$ cat src/rtl/manchester_pkg.sv
// Shared encodings, default framing bytes and FSM state type for the Manchester receive path.
package manchester_pkg;

  localparam logic [1:0] CHIP_ONE  = 2'b10;
  localparam logic [1:0] CHIP_ZERO = 2'b01;

  localparam logic [7:0] PREAMBLE_BYTE_DEF = 8'hAA;
  localparam logic [7:0] SFD_BYTE_DEF      = 8'hD5;

  typedef enum logic {
    HUNT    = 1'b0,
    PAYLOAD = 1'b1
  } rx_state_e;

endpackage

$ cat src/rtl/manchester_pair_decode.sv
// Combinational chip-pair decoder: 8 chips (bit 7 earliest) to 4 bits (bit 3 earliest) plus per-bit valid.
module manchester_pair_decode
  import manchester_pkg::*;
(
  input  logic [7:0] chips,
  output logic [3:0] bits,
  output logic [3:0] bits_ok
);

  for (genvar i = 0; i < 4; i++) begin : g_pair
    assign bits[i]    = (chips[2*i +: 2] == CHIP_ONE);
    assign bits_ok[i] = (chips[2*i +: 2] == CHIP_ONE) || (chips[2*i +: 2] == CHIP_ZERO);
  end

endmodule

$ cat src/rtl/manchester_rx_decoder.sv
// Manchester receive decoder: two-phase preamble/SFD hunt, then fixed-length payload byte assembly.
// Optional frame/error counters are built when MANCH_RX_STATS_EN is defined.
module manchester_rx_decoder
  import manchester_pkg::*;
#(
  parameter int          PAYLOAD_BYTES = 4,
  parameter logic [7:0]  PREAMBLE_BYTE = PREAMBLE_BYTE_DEF,
  parameter logic [7:0]  SFD_BYTE      = SFD_BYTE_DEF
) (
  input  logic        clk108,
  input  logic        aresetn,
  input  logic [7:0]  chip_word,
  input  logic        chip_valid,
  output logic [7:0]  byte_data,
  output logic        byte_valid,
  output logic        frame_start,
  output logic        frame_end,
  output logic        code_err,
  output logic        locked
`ifdef MANCH_RX_STATS_EN
  ,
  output logic [15:0] frame_cnt,
  output logic [15:0] err_cnt
`endif
);

  localparam logic [15:0] SYNC     = {PREAMBLE_BYTE, SFD_BYTE};
  localparam logic [7:0]  LAST_IDX = 8'(PAYLOAD_BYTES - 1);

  rx_state_e        state_q, state_d;
  logic             prev_chip_q;
  logic             lock_ph_q;
  logic [7:0]       sr_q;
  logic [2:0]       cnt_q;
  logic [7:0]       idx_q;
  logic [1:0][15:0] hist_q, hist_ok_q;

  logic [1:0][7:0]  ph_chips;
  logic [1:0][3:0]  ph_bits, ph_ok;
  logic [1:0][3:0]  hit;

  // Phase 1 pairs straddle the word boundary by one chip.
  assign ph_chips[0] = chip_word;
  assign ph_chips[1] = {prev_chip_q, chip_word[7:1]};

  for (genvar p = 0; p < 2; p++) begin : g_ph
    logic [19:0] ext, ext_ok;

    manchester_pair_decode u_dec (
      .chips   (ph_chips[p]),
      .bits    (ph_bits[p]),
      .bits_ok (ph_ok[p])
    );

    assign ext    = {hist_q[p], ph_bits[p]};
    assign ext_ok = {hist_ok_q[p], ph_ok[p]};

    // Offset o leaves o bits of this word after the SFD.
    for (genvar o = 0; o < 4; o++) begin : g_off
      assign hit[p][o] = (ext[o +: 16] == SYNC) && (&ext_ok[o +: 16]);
    end
  end

  logic       sel_hit, sel_ph;
  logic [1:0] sel_off;

  // Later assignments win, so iterate from lowest to highest priority.
  always_comb begin
    sel_hit = 1'b0;
    sel_ph  = 1'b0;
    sel_off = 2'd0;
    for (int p = 1; p >= 0; p--) begin
      for (int o = 3; o >= 0; o--) begin
        if (hit[p][o]) begin
          sel_hit = 1'b1;
          sel_ph  = 1'(p);
          sel_off = 2'(o);
        end
      end
    end
  end

  logic [3:0] run_bits, run_ok, run_mask;
  logic [7:0] w_sr, w_idx, w_data;
  logic [2:0] w_cnt;
  logic       w_emit, w_first, w_last, w_err, w_active;

  // Walk the word's bits in time order through the byte assembler.
  always_comb begin
    run_bits = ph_bits[lock_ph_q];
    run_ok   = ph_ok[lock_ph_q];
    run_mask = 4'hF;
    w_sr     = sr_q;
    w_cnt    = cnt_q;
    w_idx    = idx_q;
    if (state_q == HUNT) begin
      run_bits = ph_bits[sel_ph];
      run_ok   = ph_ok[sel_ph];
      run_mask = (4'd1 << sel_off) - 4'd1;
      w_sr     = 8'd0;
      w_cnt    = 3'd0;
      w_idx    = 8'd0;
    end
    w_active = 1'b1;
    w_emit   = 1'b0;
    w_first  = 1'b0;
    w_last   = 1'b0;
    w_err    = 1'b0;
    w_data   = 8'd0;
    for (int i = 3; i >= 0; i--) begin
      if (w_active && run_mask[i]) begin
        if (!run_ok[i]) begin
          w_err    = 1'b1;
          w_active = 1'b0;
        end else begin
          w_sr = {w_sr[6:0], run_bits[i]};
          if (w_cnt == 3'd7) begin
            w_emit  = 1'b1;
            w_data  = w_sr;
            w_first = (w_idx == 8'd0);
            w_last  = (w_idx == LAST_IDX);
            w_cnt   = 3'd0;
            if (w_idx == LAST_IDX) w_active = 1'b0;
            else                   w_idx    = w_idx + 8'd1;
          end else begin
            w_cnt = w_cnt + 3'd1;
          end
        end
      end
    end
  end

  logic go, emit_d, end_d, err_d;

  assign go     = chip_valid && ((state_q == PAYLOAD) || sel_hit);
  assign emit_d = go && w_emit;
  assign end_d  = go && w_emit && w_last;
  assign err_d  = go && w_err;

  always_ff @(posedge clk108 or negedge aresetn) begin
    if (!aresetn) state_q <= HUNT;
    else          state_q <= state_d;
  end

  always_comb begin
    state_d = state_q;
    if (chip_valid) begin
      case (state_q)
        HUNT:    if (sel_hit && !w_err)  state_d = PAYLOAD;
        PAYLOAD: if (w_err || w_last)    state_d = HUNT;
        default:                         state_d = HUNT;
      endcase
    end
  end

  always_comb begin
    locked = (state_q == PAYLOAD);
  end

  always_ff @(posedge clk108 or negedge aresetn) begin
    if (!aresetn) begin
      prev_chip_q <= 1'b0;
      lock_ph_q   <= 1'b0;
      sr_q        <= 8'd0;
      cnt_q       <= 3'd0;
      idx_q       <= 8'd0;
      hist_q      <= '0;
      hist_ok_q   <= '0;
      byte_data   <= 8'd0;
      byte_valid  <= 1'b0;
      frame_start <= 1'b0;
      frame_end   <= 1'b0;
      code_err    <= 1'b0;
    end else begin
      byte_valid  <= emit_d;
      frame_start <= emit_d && w_first;
      frame_end   <= end_d;
      code_err    <= err_d;
      if (emit_d) byte_data <= w_data;
      if (chip_valid) begin
        prev_chip_q <= chip_word[0];
        if (go) begin
          sr_q  <= w_sr;
          cnt_q <= w_cnt;
          idx_q <= w_idx;
          if (state_q == HUNT) lock_ph_q <= sel_ph;
        end
        // History only accumulates while hunting; any lock or frame exit restarts it empty.
        for (int p = 0; p < 2; p++) begin
          if (state_q == HUNT && !sel_hit) begin
            hist_q[p]    <= {hist_q[p][11:0], ph_bits[p]};
            hist_ok_q[p] <= {hist_ok_q[p][11:0], ph_ok[p]};
          end else begin
            hist_ok_q[p] <= 16'd0;
          end
        end
      end
    end
  end

`ifdef MANCH_RX_STATS_EN
  always_ff @(posedge clk108 or negedge aresetn) begin
    if (!aresetn) begin
      frame_cnt <= 16'd0;
      err_cnt   <= 16'd0;
    end else begin
      frame_cnt <= frame_cnt + 16'(end_d);
      err_cnt   <= err_cnt + 16'(err_d);
    end
  end
`endif

endmodule
$ cat config.mk
export PLATFORM = sky130hd
export DESIGN_NAME = manchester_rx_decoder
export DESIGN_NICKNAME = d
export VERILOG_FILES = /design/src/rtl/manchester_pkg.sv /design/src/rtl/manchester_pair_decode.sv /design/src/rtl/manchester_rx_decoder.sv
export SDC_FILE = /design/constraint.sdc
export NUM_CORES = 1
export LEC_CHECK = 0
export BUFFER_PORTS_ARGS = -buffer_cell sky130_fd_sc_hd__buf_4
export CAP_MARGIN = 20
export CORE_ASPECT_RATIO = 1.75
export CORE_MARGIN = 4
export CORE_UTILIZATION = 60
export DETAILED_ROUTE_END_ITERATION = 10
export PLACE_DENSITY = 0.87
export SLEW_MARGIN = 20
export SYNTH_ARGS = -nofsm -noshare
export SYNTH_HDL_FRONTEND = slang
export SYNTH_SLANG_ARGS = --single-unit
$ cat constraint.sdc
create_clock -name clk108 -period 7.1 [get_ports clk108]
set_input_delay 0.355 -clock clk108 [delete_from_list [all_inputs] [get_ports clk108]]
set_output_delay 0.355 -clock clk108 [all_outputs]
set_load 0.005 [all_outputs]
==> impl_metrics.tcl <==
set metrics [dict create \
    cts.repair.resized 0 \
    rsz0062_at_grt "no" \
    synth_area_per_cell_um2 8.88 \
    period_minus_slack_ns 6.35 \
    seqCellArea_um2 2330 \
    synth-edff-count 0 \
    vias_per_cell 6.98 \
    worstSetupPathType "flip-flop to flip-flop" \
    routedWlPerCell_um 21.8 \
    max_freq_mhz 158 \
    cp-end-kind "flip-flop" \
    fin_skew_ns 0.0102 \
    final_antenna_net_count 0 \
    powerDensity_nw_per_um2 286 \
    synth.cell_area_um2 6880 \
    track_usage 0.313 \
    dp_hpwl_mm 14.9 \
    htreeDepth 3 \
    nFillCells 907 \
    leakage_nw 3.13 \
    cp.required_ns 7.34 \
    vias 6394 \
    cts_max_path_buffers 2 \
    whs_path_depth 2 \
    hold_viol 0 \
    cts_setup_buffers 0 \
    synth_top_cell_area_share 0.338 \
    synthToLayoutAreaGrowth_pct 8.13 \
    setup_tns_ns 0 \
    crit_arrival_ns 6.59 \
    start_util 0.616 \
    synth-simple-area-share 0.250 \
    yosysUniqueCellTypes 91 \
    fin_crit_sh 0.894 \
    numCtsBuffers 9 \
    maxSlewViolCount 0 \
    antenna_found_initial 0 \
    drt-initial-drc-count 495 \
    synthesis.instances 775 \
    ctsHoldBuffers 1 \
    drive_gt1_frac 0.162 \
    overflow 0 \
    antenna_cells 0 \
    ys_seq_area_frac 0.338 \
    grt_pass1_vias 6595 \
    clock_sinks 93 \
    core_um2 11200 \
    ir_drop_mv 0.224 \
    final_common_cell "dfrtp_1" \
    firstDrtPassIters 6 \
    io_buffer_count 23 \
    final_nets 814 \
    cts_tree "done" \
    most-common-layout-cells "93 x dfrtp_1, 82 x nand2_1, 49 x mux2_2" \
    clock_latency_ns 0.35 \
    synth_adder_area_share 0.0436 \
    synth.largest_area_cell "dfrtp_1" \
    ys_top_cells_by_area "dfrtp_1 34%, mux2_2 8.0%, nand2_1 4.6%" \
    grt_pass1_wl_mm 32.5 \
    die_area_um2 13300 \
    dieWidth_um 89.0 \
    clk_pin_slew_ns 0.08 \
    syn_nets 810 \
    cp-start-kind "flip-flop" \
    setup_viol 0 \
    cp_max_fo 19 \
    grt_max_degree 59 \
    yosys_warnings 0 \
    gp_congestion 0.952 \
    synth_top_family_by_area "simple AND/OR/NAND/NOR gates" \
    async_flop_share 1.00 \
    maxCapViolations 0 \
    relSlewSlack 0.294 \
    clockRootBuffer "clkbuf_16" \
    muxShareOfSynthArea 0.121 \
    routed_wl_mm 20.0 \
    synthXorXnorAreaFrac 0.0213 \
    ys_dominant_reg_cell "dfrtp_1" \
    die_h_um 150 \
    hold_path.class "input pin to flip-flop" \
    multiInputGateArea_um2 4230 \
    io_pins 24 \
    worst_pin_slew_ns 1.05 \
    worst-r2r-cell-count 17 \
    drc 0 \
    status "completed" \
    ys_ff_latch 93 \
    synth-compound-area-share 0.177 \
    total_power_w 0.00213 \
    placementRows 51 \
]
through the flow:
| stage | util | cell area, um^2 | hold slack [ns] | instances | worst slack, ns |
|---|---|---|---|---|---|
| 3_3_place_gp | 0.638 | 7120 | 0.336 | 899 | 0.979 |
| 2_1_floorplan | - | 6880 | 0.0594 | 775 | 0.808 |
| 6_report | 0.666 | 7440 | 0.259 | 916 | 0.751 |
| 4_1_cts | 0.666 | 7440 | 0.254 | 916 | 0.885 |
| 5_1_grt | 0.666 | 7440 | 0.267 | 916 | 0.333 |
| 3_5_place_dp | 0.638 | 7130 | 0.351 | 899 | 0.735 |
cell usage after synthesis (all sizes together) (9+ instances only):
cell	count
nand2	84
mux2	52
and3	15
dfrtp	93
inv	46
buf	10
mux2i	24
nor4	10
nand3	44
xnor2	9
o21ai	50
a21oi	28
nand4	26
nor2	39
nor3	13
ha	24
and2	17
o211ai	11
clkbuf	30
final timing paths:
kind                               from         endpoint  slack (ns)
min in group asynchronous       aresetn         idx_q[3]        0.49
setup / recovery                 locked         idx_q[6]        0.75
max in group asynchronous       aresetn  g_ph[0].ext[10]        5.51
hold reg to reg            byte_data[6]     byte_data[6]        0.49
setup reg to reg                 locked         idx_q[6]        0.75
hold / removal             chip_word[0]      prev_chip_q        0.26
state kept, by name, indices dropped and copies added, names as in the netlist:
signal and count:
g_ph.ext 30, g_ph.ext_ok 30, byte_data 8, idx_q 8
sr_q 7, cnt_q 3, byte_valid 1, code_err 1
frame_end 1, frame_start 1, lock_ph_q 1, locked 1
prev_chip_q 1
cell families after synthesis:
| group | count (synthesis) |
|---|---|
| DFF | 93 |
| adders and majority gates | 24 |
| buffers and inverters | 86 |
| muxes | 76 |
| and+or+nand+nor | 312 |
| xor gates and xnor gates | 15 |
| AOI/OAI and AO/OA | 169 |
final cells by class:
cell class	count	share of cell area
Inverter	46	0.0232
Timing Repair Buffer	33	0.0336
Tap cell	132	0.0222
Clock inverter	7	0.0101
Multi-Input combinational cell	596	0.568
Sequential cell	93	0.313
Clock buffer	9	0.0303
critical path, stage by stage (launching register included):
cell and delay (ns):
dfrtp_1 0.62, inv_1 0.59, nor2_1 0.20, a41oi_1 0.39, o31ai_1 0.32, a211oi_4 0.52, nand2_1 0.46, xnor2_1 0.39
ha_1 0.21, ha_1 0.22, and4_1 0.30, and2_1 0.61, or3_1 0.20, o211a_2 0.25, ha_1 0.34, and4b_1 0.26
a21oi_1 0.09, a221oi_1 0.25
where the power goes:
group | switching [W] | total (W) | internal, W
clock | 0.000239 | 0.000489 | 0.000249
sequential | 0.000166 | 0.000843 | 0.000676
combinational | 0.000481 | 0.000794 | 0.000314
total | 0.000886 | 0.00213 | 0.00124
layer usage:
metal,vias up,GRT usage,wire length [um],part of all wire
met2,309,0.554,10600,0.53
li1,2892,-,-,-
met4,0,0.205,1320,0.066
met1,3078,0.340,7100,0.36
met3,115,0.0380,995,0.050
met5,-,0,0,0
Note: power is estimated with default switching activity, not from simulation.
